`config.mk`:
```
export PLATFORM = sky130hd
export DESIGN_NAME = fifo_ctrl
export DESIGN_NICKNAME = d
export VERILOG_FILES = /design/src/rtl/fifo_pkg.sv /design/src/rtl/fifo_ctrl.sv
export SDC_FILE = /design/constraint.sdc
export NUM_CORES = 1
export LEC_CHECK = 0
export ABC_AREA = 1
export BUFFER_PORTS_ARGS = -buffer_cell sky130_fd_sc_hd__buf_2
export CAP_MARGIN = 20
export CORE_AREA = 4 4 45 51
export CTS_CLUSTER_DIAMETER = 30
export DETAILED_ROUTE_END_ITERATION = 10
export DIE_AREA = 0 0 49 55
export GPL_ROUTABILITY_DRIVEN = 0
export HOLD_SLACK_MARGIN = 0.15
export PLACE_DENSITY = 0.86
export SLEW_MARGIN = 10
export SYNTH_ARGS = -nofsm -noshare
export SYNTH_HDL_FRONTEND = slang
export SYNTH_SLANG_ARGS = --single-unit
export TNS_END_PERCENT = 1
```
`constraint.sdc`:
```
create_clock -name clk -period 3.77 [get_ports clk]
set_clock_uncertainty 0.15 [all_clocks]
set_input_delay 0.377 -clock clk [delete_from_list [all_inputs] [get_ports clk]]
set_output_delay 0.377 -clock clk [all_outputs]
set_load 0.01 [all_outputs]
```
`src/rtl/fifo_pkg.sv`:
```
// rtl/fifo_pkg.sv - shared defaults for the show-ahead FIFO controller
package fifo_pkg;

    localparam int FIFO_ADDR_WIDTH = 4;
    localparam int FIFO_DEPTH      = 1 << FIFO_ADDR_WIDTH;
    localparam int FIFO_AFULL_TH   = 12;
    localparam int FIFO_AEMPTY_TH  = 2;

endpackage

```
`src/rtl/fifo_ctrl.sv`:
```
// rtl/fifo_ctrl.sv - pointer/flag controller turning a sync-write/async-read RAM into a show-ahead FIFO
module fifo_ctrl
    import fifo_pkg::*;
#(
    parameter int ADDR_WIDTH = FIFO_ADDR_WIDTH,
    parameter int AFULL_TH   = FIFO_AFULL_TH,
    parameter int AEMPTY_TH  = FIFO_AEMPTY_TH
) (
    input  logic                  clk,
    input  logic                  reset_n,
    input  logic                  push,
    input  logic                  pop,
    input  logic                  clr_err,
    output logic                  we,
    output logic [ADDR_WIDTH-1:0] waddr,
    output logic [ADDR_WIDTH-1:0] raddr,
    output logic                  full,
    output logic                  empty,
    output logic                  almost_full,
    output logic                  almost_empty,
    output logic [ADDR_WIDTH:0]   count,
    output logic                  overflow,
    output logic                  underflow
);

    localparam logic [ADDR_WIDTH:0] DEPTH_V  = (ADDR_WIDTH+1)'(1 << ADDR_WIDTH);
    localparam logic [ADDR_WIDTH:0] AFULL_V  = (ADDR_WIDTH+1)'(AFULL_TH);
    localparam logic [ADDR_WIDTH:0] AEMPTY_V = (ADDR_WIDTH+1)'(AEMPTY_TH);

    logic [ADDR_WIDTH:0] wptr;
    logic [ADDR_WIDTH:0] rptr;
    logic                push_ok;
    logic                pop_ok;

    // A push while full is still taken when a pop frees the head slot in the same cycle.
    always_comb begin
        push_ok = push & (~full | pop);
        pop_ok  = pop & ~empty;
        we      = push_ok;
    end

    assign waddr = wptr[ADDR_WIDTH-1:0];
    assign raddr = rptr[ADDR_WIDTH-1:0];

    always_comb begin
        full         = (count == DEPTH_V);
        empty        = (count == '0);
        almost_full  = (count >= AFULL_V);
        almost_empty = (count <= AEMPTY_V);
    end

    always_ff @(posedge clk or negedge reset_n) begin
        if (!reset_n) begin
            wptr  <= '0;
            rptr  <= '0;
            count <= '0;
        end else begin
            if (push_ok) wptr <= wptr + 1'b1;
            if (pop_ok)  rptr <= rptr + 1'b1;
            if (push_ok && !pop_ok)      count <= count + 1'b1;
            else if (pop_ok && !push_ok) count <= count - 1'b1;
        end
    end

    // Sticky errors: a new event in the same cycle as clr_err wins over the clear.
    always_ff @(posedge clk or negedge reset_n) begin
        if (!reset_n) begin
            overflow  <= 1'b0;
            underflow <= 1'b0;
        end else begin
            overflow  <= (push & ~push_ok) | (overflow & ~clr_err);
            underflow <= (pop & ~pop_ok) | (underflow & ~clr_err);
        end
    end

    a_count_matches_ptrs: assert property (@(posedge clk) disable iff (!reset_n)
        count == (wptr - rptr));
    a_count_in_range: assert property (@(posedge clk) disable iff (!reset_n)
        count <= DEPTH_V);

endmodule
```
==> summary.md, run 1 <==
| Metric | Value |
|---|---|
| Status | completed |
| Placed Area | 1080 um2 |
| I/O Buffers | 24 |
| Grt total ovfl | 0 |
| Final hold violations | 0 |
| Master of the slowest instance on the critical path | dfrtp_1 |
| Post-Synth XOR/XNOR Area | 2.82% |
| Simple-Gate Fraction of Synth Area | ~36% |
| Worst setup SP type | flop |
| Worst hold slack | 0.263 ns |
| Switching Share | 48.0% |
| Yosys synthesis warning count | 0 |
| Worst Path Buf+Inv | 2 |
| Final design utilization | between 60% and 70% |
| Largest net degree at the start of global routing | 16 |
| Flop pwr share | 36.9% |
| CP Depth | 12 |
| DR vias | approximately 850 |
| Mapped Cells | 111 |
| Setup Crit Path Kind | reg -> reg |
| Crit path required time | 3.80 ns |
| Post-synthesis sequential area ratio | 40.2% |
| Resized Gates After CTS | 0 |
| Max Fanout on Critical Path | 6 |
| Initial antenna violation count | 0 |
| Rel. slew slack | between 70% and 80% |
| Filler cells | 157 |
| DRC Markers | 0 |
| TritonRoute pass-1 iters | 4 |
| Hold depth | 3 |
| Top cells by area, synth | dfrtp_1 (40%), nand2_1 (15%), ha_1 (8.0%) |
| Syn-to-layout area delta | 20.2% |
| Final WL | 2010 um |
| Crit path cell chain | nor2_4 -> nand4_4 -> nand2_2 -> inv_1 -> ha_1 -> inv_1 -> ha_1 -> or2_2 -> nand2_1 -> nand2_1 -> nand3_1 -> nand2_1 |
| Hpwl dp | 1590 um |
| Initial core utilization | 53.0% |
| Post-Synth Adder-Cell Area | approximately a tenth |
| Total GRT Usage | between 10% and 20% |
| Mapped Nets | 123 |
| Setup Viol. Count Final | 0 |
| Max-cap violations | 0 |
| PwrDens | 835 nW/um2 |
| RSZ-0062 raised after global routing | false |
| Main combinational cell family by area after synthesis | simple AND/OR/NAND/NOR gates |
| Clock sinks | 15 |
| Pre-CTS WS | roughly 1.3 ns |
| Fin crit period | 2.45 ns |
| H-Tree Depth | 1 |
| Crit path DAT | 2.48 ns |
| Routed WL per cell | 12.7 um |
| CTS clk-pin slew, worst paths | 0.08 ns |
| Hold Path Class | in -> reg |
| Pleak | between 0.6 and 0.7 nW |
| Post-route setup slack | 1.32 ns |
| CTS tree | built |
| Vias in the first global route | 784 |
| Cts hold-fix bufs | 2 |
| Reg-to-reg slack, setup | approximately 1.3 ns |
| Finished Cell Area | approximately 1100 um2 |
| Most frequent cell after synthesis | nand2_1 |
| Core box area | 1760 um2 |
| Pins over their slew limit | 0 |
| CTS root buffer | clkbuf_4 |
| Post-CTS setup buffers | 0 |
| Ys async rst share | 100% |
| Comb power frac | 53.6% |
| Worst-skew pair later-pin latency | 0.28 ns |
| Final period util | 65.0% |
| Vias per cell | 5.34 |
| Ports | 25 |
| Ant diodes | 0 |
| Die area | 2700 um2 |
| Die X | 49 um |
| Synthesized cell area | 933 um2 |
| Post-synthesis compound-gate area fraction | 5.36% |
| Max incr delay on CP | between 0.4 and 0.5 ns |
| Core Rows | 16 |
| Fin Setup TNS | 0 ns |
| First-pass GRT wire length | approximately 3400 um |
| Switch Pwr | 0.450 mW |
| Ys flop type | dfrtp_1 |
| Critical path's top delay family | simple AND/OR/NAND/NOR gates |
| Cell taking the most area after synthesis | dfrtp_1 |
| Peak VDD IR | 0.520 mV |
| Mux contribution to synthesized area | 0% |
| Register-to-Register Path Depth | 12 |
| Area share of the largest cell type after synthesis | 40.2% |
| Post-synth EDFFs | 0 |
| Syn_area_per_cell | between 8 and 9 um2 |
| FMAX | 0.408 GHz |
| Clock power share | 9.5% |
| Die height | 55 um |
| DRT antenna net count | 0 |
| FF+latch count, synth | 15 |
| Share of cells above drive strength 1 | 28.4% |
| Post-synthesis cell type count | 24 |
| Internal Pwr Total | 0.488 mW |
| CP Capture Type | flop |
| Num CTS Buffers | 3 |
| Most frequent CP cell | nand2_1 |
| Synth cell count leaders | nand2_1 (37), dfrtp_1 (15), nand3_1 (14) |
| Worst-Margin Slew | 0.332 ns |
| DRT iter0 DRCs | 10 |
| Nets | ~150 |
| Clk buf depth | 2 |
through the flow:
step	power, mW	instances
final	0.937	159
after CTS	0.946	159
after global routing	1.03	159
after detailed placement	0.854	153
after global placement	0.831	153
after floorplan	0.682	111
layout make-up:
class / instances / area [um2] / area share [%]
inverter: 14 / 52.6 / 4.68
multi-input combinational: 82 / 505 / 45.0
tap: 18 / 22.5 / 2.01
clock buffer: 4 / 26.3 / 2.34
sequential: 15 / 375 / 33.4
timing repair buffer: 26 / 140 / 12.5
power groups by stage:
stage | combinational [mW] | sequential (mW) | clock, mW
floorplan | 0.319 | 0.362 | 0
global placement | 0.490 | 0.341 | 0
detailed placement | 0.505 | 0.349 | 0
CTS | 0.510 | 0.345 | 0.0913
global route | 0.571 | 0.360 | 0.101
finish | 0.503 | 0.346 | 0.0886
cell families after synthesis:
logic type	after synthesis
AO/OA/AOI/OAI	7
flip-flops	15
AND/OR/NAND/NOR	65
adder cells (fa/ha/maj)	7
XOR/XNOR	3
buffers and inverters	14
metal layers:
| metal | vias up | global-route usage [%] | share of wire [%] |
|---|---|---|---|
| li1 | 419 | - | - |
| met1 | 401 | 19.2 | 42 |
| met2 | 25 | 27.8 | 50 |
| met3 | 4 | 4.29 | 6.4 |
| met4 | 0 | 8.52 | 1.6 |
| met5 | - | 0 | 0 |
registers in the layout, summed over array words and instances (netlist names):
signal and cells:
count 5, rptr 4, wptr 4, overflow 1, underflow 1
final timing paths:
check                              start  endpoint
worst min register to register  overflow  overflow
worst max-delay path            count[3]  count[4]
worst max register to register  count[3]  count[4]
worst min-delay path                 pop   rptr[0]
min in group asynchronous        reset_n  overflow
max in group asynchronous        reset_n   wptr[1]
worst register-to-register path: stages, from the launching register on:
cell and delay, ns:
dfrtp_1 0.47, nor2_4 0.21, nand4_4 0.14, nand2_2 0.14, inv_1 0.07, ha_1 0.22
inv_1 0.15, ha_1 0.28, or2_2 0.29, nand2_1 0.07, nand2_1 0.05, nand3_1 0.06
nand2_1 0.05
cells in the final DEF (no fill, tap or decap), types with 3 or more instances in the layout:
| cell | instances |
|---|---|
| nand3_1 | 14 |
| buf_2 | 24 |
| ha_1 | 6 |
| inv_1 | 12 |
| nand2_1 | 37 |
| clkbuf_4 | 3 |
| dfrtp_1 | 15 |
Note: power is estimated with default switching activity, not from simulation.
==> run 2: changes to the inputs <==
--- a/config.mk
+++ b/config.mk
@@ -8,13 +8,13 @@
 export ABC_AREA = 1
 export BUFFER_PORTS_ARGS = -buffer_cell sky130_fd_sc_hd__buf_2
 export CAP_MARGIN = 20
-export CORE_AREA = 4 4 45 51
+export CORE_AREA = 4 4 48 55
 export CTS_CLUSTER_DIAMETER = 30
 export DETAILED_ROUTE_END_ITERATION = 10
-export DIE_AREA = 0 0 49 55
+export DIE_AREA = 0 0 52 59
 export GPL_ROUTABILITY_DRIVEN = 0
 export HOLD_SLACK_MARGIN = 0.15
-export PLACE_DENSITY = 0.86
+export PLACE_DENSITY = 0.79
 export SLEW_MARGIN = 10
 export SYNTH_ARGS = -nofsm -noshare
 export SYNTH_HDL_FRONTEND = slang
==> constraint.sdc (replaced) <==
create_clock -name clk -period 2 [get_ports clk]
set_clock_uncertainty 0.15 [all_clocks]
set_input_delay 0.2 -clock clk [delete_from_list [all_inputs] [get_ports clk]]
set_output_delay 0.2 -clock clk [all_outputs]
set_load 0.01 [all_outputs]
==> run 2 against run 1 <==
Against the previous run:
- the run now ends with negative setup slack left
- hold slack worse by 0.076 ns
- global-route usage is 0.19 points higher
- cell count is 17% higher
- sequential power is 73% higher
- core utilization is 1.6 points lower
- setup slack worse by 1.3 ns
- routed wire length is 8.8% higher
- combinational power is 140% higher
- clock power is 95% higher
==> summary.md, run 2 (synthesis results as in run 1) <==
| Metric | Value |
|---|---|
| WL met3 | 128 um (unchanged) |
| Rel. slew slack | 77.7% (-0.18 points) |
| Fin Setup TNS | -0.0109 ns (-0.0109 ns) |
| Crit path DAT | 2.05 ns (-0.43 ns) |
| Core Rows | 18 (+2) |
| Commonest non-fill, non-tap cell in the layout | nand2_1 |
| Critical path's top delay family | simple AND/OR/NAND/NOR gates |
| Biggest regs | count (5), rptr (4), wptr (4) |
| Nets | 169 (+9.7%) |
| Largest register FFs | 5 (unchanged) |
| Multi-input combinational cell area | 562 um2 (+11%) |
| Initial antenna violation count | 0 (unchanged) |
| Worst setup SP type | flop |
| Most frequent cells in the layout | nand2_1 (37), buf_2 (24), nand3_1 (13), dfrtp_1 (11), buf_4 (11) |
| Worst hold slack | 0.186 ns (-0.0763 ns) |
| Failing checks | negative setup slack |
| PwrDens | 1510 nW/um2 (+80%) |
| Status | complete, but fails checks |
| Reg-to-reg slack, setup | -0.01 ns (-1.33 ns) |
| Routed WL per cell | 11.8 um (-7.0%) |
| Num CTS Buffers | 3 (unchanged) |
| DR vias | 910 (+7.2%) |
| Peak VDD IR | 0.944 mV (+81%) |
| Setup Crit Path Kind | reg -> reg |
| Clock sinks | 15 (unchanged) |
| Max incr delay on CP | 0.44 ns (-0.03 ns) |
| Vias per cell | 4.89 (-8.4%) |
| Share of cells above drive strength 1 | 40.4% (+12 points) |
| Max-cap violations | 0 (unchanged) |
| Fin crit period | 2.01 ns (-0.441 ns) |
| Routed met2 length | 1090 um (+9.8%) |
| Crit path required time | 2.04 ns (-1.76 ns) |
| DP Cell Count | 174 (+14%) |
| Post-route setup slack | -0.0109 ns (-1.33 ns) |
| Worst-skew pair later-pin latency | 0.28 ns (about the same) |
| Most frequent CP cell | nand2_1 |
| FF+latch area | 380 um2 (+1.3%) |
| Switching Share | 45.4% (-2.5 points) |
| Highest Signal Layer | met4 |
| Crit path cell chain | nor2_4 -> nand4_4 -> nand2_4 -> inv_4 -> ha_4 -> inv_6 -> ha_4 -> or2_4 -> nand2_1 -> nand2_1 -> nand3_2 -> nand2_1 |
| First-pass GRT wire length | 3810 um (+13%) |
| Die X | 52 um (+6.1%) |
| Final hold violations | 0 (unchanged) |
| TritonRoute pass-1 iters | 4 (unchanged) |
| CTS tree | built |
| Filler cells | 183 (+17%) |
| DRT antenna net count | 0 (unchanged) |
| Worst Path Buf+Inv | 2 (unchanged) |
| Syn-to-layout area delta | 42.4% |
| H-Tree Depth | 1 (unchanged) |
| Internal Pwr Total | 1.09 mW (+120%) |
| Master of the slowest instance on the critical path | dfrtp_2 |
| Overall power | 2.00 mW (+110%) |
| Final WL | 2190 um (+8.8%) |
| Hold Path Class | in -> async |
| CP Capture Type | flop |
| CTS root buffer | clkbuf_4 |
| Final period util | 101% (+36 points) |
| Die area | 3070 um2 (+14%) |
| Die height | 59 um (+7.3%) |
| Clk buf depth | 2 (unchanged) |
| Largest net degree at the start of global routing | 16 (unchanged) |
| Total GRT Usage | 16.5% (+0.19 points) |
| Hpwl dp | 1660 um (+4.8%) |
| Ant diodes | 0 (unchanged) |
| Flop pwr share | 29.9% (-7.0 points) |
| Final std cells w/o fill | 186 (+17%) |
| DRT iter0 DRCs | 7 (-3) |
| Core box area | 2140 um2 (+21%) |
| FMAX | 0.497 GHz (+22%) |
| DRC Markers | 0 (unchanged) |
| Post-Route M1 WL | 906 um (+6.1%) |
| Grt total ovfl | 0 (unchanged) |
| Ports | 25 (unchanged) |
| Setup Viol. Count Final | 1 (+1) |
| RSZ-0062 raised after global routing | true |
| Pre-CTS WS | -0.0431 ns (-1.38 ns) |
| Pleak | 0.697 nW (+12%) |
| Clock power share | 8.7% (-0.8 points) |
| Pins over their slew limit | 0 (unchanged) |
| Switch Pwr | 0.909 mW (+100%) |
| Comb power frac | 61.4% (+7.8 points) |
| Biggest register | count |
| Vias in the first global route | 948 (+21%) |
| Initial core utilization | 43.6% (-9.4 points) |
| Max Fanout on Critical Path | 5 (-1) |
| Worst-Margin Slew | 0.335 ns (+0.00264 ns) |
| CTS clk-pin slew, worst paths | 0.09 ns (about the same) |
| I/O Buffers | 24 (unchanged) |
==> run 2: cell count changes in the layout (fill, tap and decap cells not counted), moves of 2 or more <==
cell / change
buf_4: +11
ha_4: +3
dfrtp_2: +4
inv_1: -2
dfrtp_1: -4
dlygate4sd3_1: +4
ha_1: -3
==> run 2: path summary, 6_finish.rpt <==
kind | cells after the start | startpoint | to
min | 2 | reset_n | wptr[3]
min in group clk | 4 | pop | rptr[2]
max | 12 | count[1] | count[4]
min reg2reg | 2 | underflow | underflow
max reg2reg | 12 | count[1] | count[4]
max in group asynchronous | 2 | reset_n | count[2]
==> run 2: worst reg2reg max path, stage by stage (launching register included) <==
cell and delay [ns]:
dfrtp_2 0.44, nor2_4 0.18, nand4_4 0.11, nand2_4 0.11, inv_4 0.04, ha_4 0.16, inv_6 0.08, ha_4 0.20
or2_4 0.22, nand2_1 0.06, nand2_1 0.06, nand3_2 0.05, nand2_1 0.05
==> run 2: routing by layer <==
metal	vias up	track usage, %
met4	0	12.0
met2	28	29.1
met3	8	2.02
met5	-	0
li1	451	-
met1	423	17.8
==> run 2: power groups by stage <==
stage	Clock (mW)	Combinational [mW]	Sequential, mW
floorplan	0	0.651	0.698
global placement	0	1.12	0.591
detailed placement	0	1.17	0.603
CTS	0.180	1.22	0.597
global route	0.190	1.39	0.617
finish	0.173	1.23	0.598
==> run 2: per-stage QoR <==
stage | util, % | area [um2]
after detailed placement | 56.3 | 1200
after CTS | 61.5 | 1320
final | 62.1 | 1330
after floorplan | - | 980
after global placement | 56.3 | 1200
after global routing | 62.1 | 1330
==> run 2: cell type report <==
type	count	area share (%)
clock buffers	4	1.98
inverters	14	4.52
multi-input cells	82	42.3
flip-flops and latches	15	28.6
well taps	30	2.82
repair buffers	41	19.8
==> run 2: repair_timing <==
item | in CTS | in global routing
setup endpoints to repair | 2 | 3
resized for setup | 3 | 1
endpoints found under the hold margin | 24 | 0
buffers inserted | 1 | 1
hold buffers | 6 | 0
pin swaps | 3 | 5
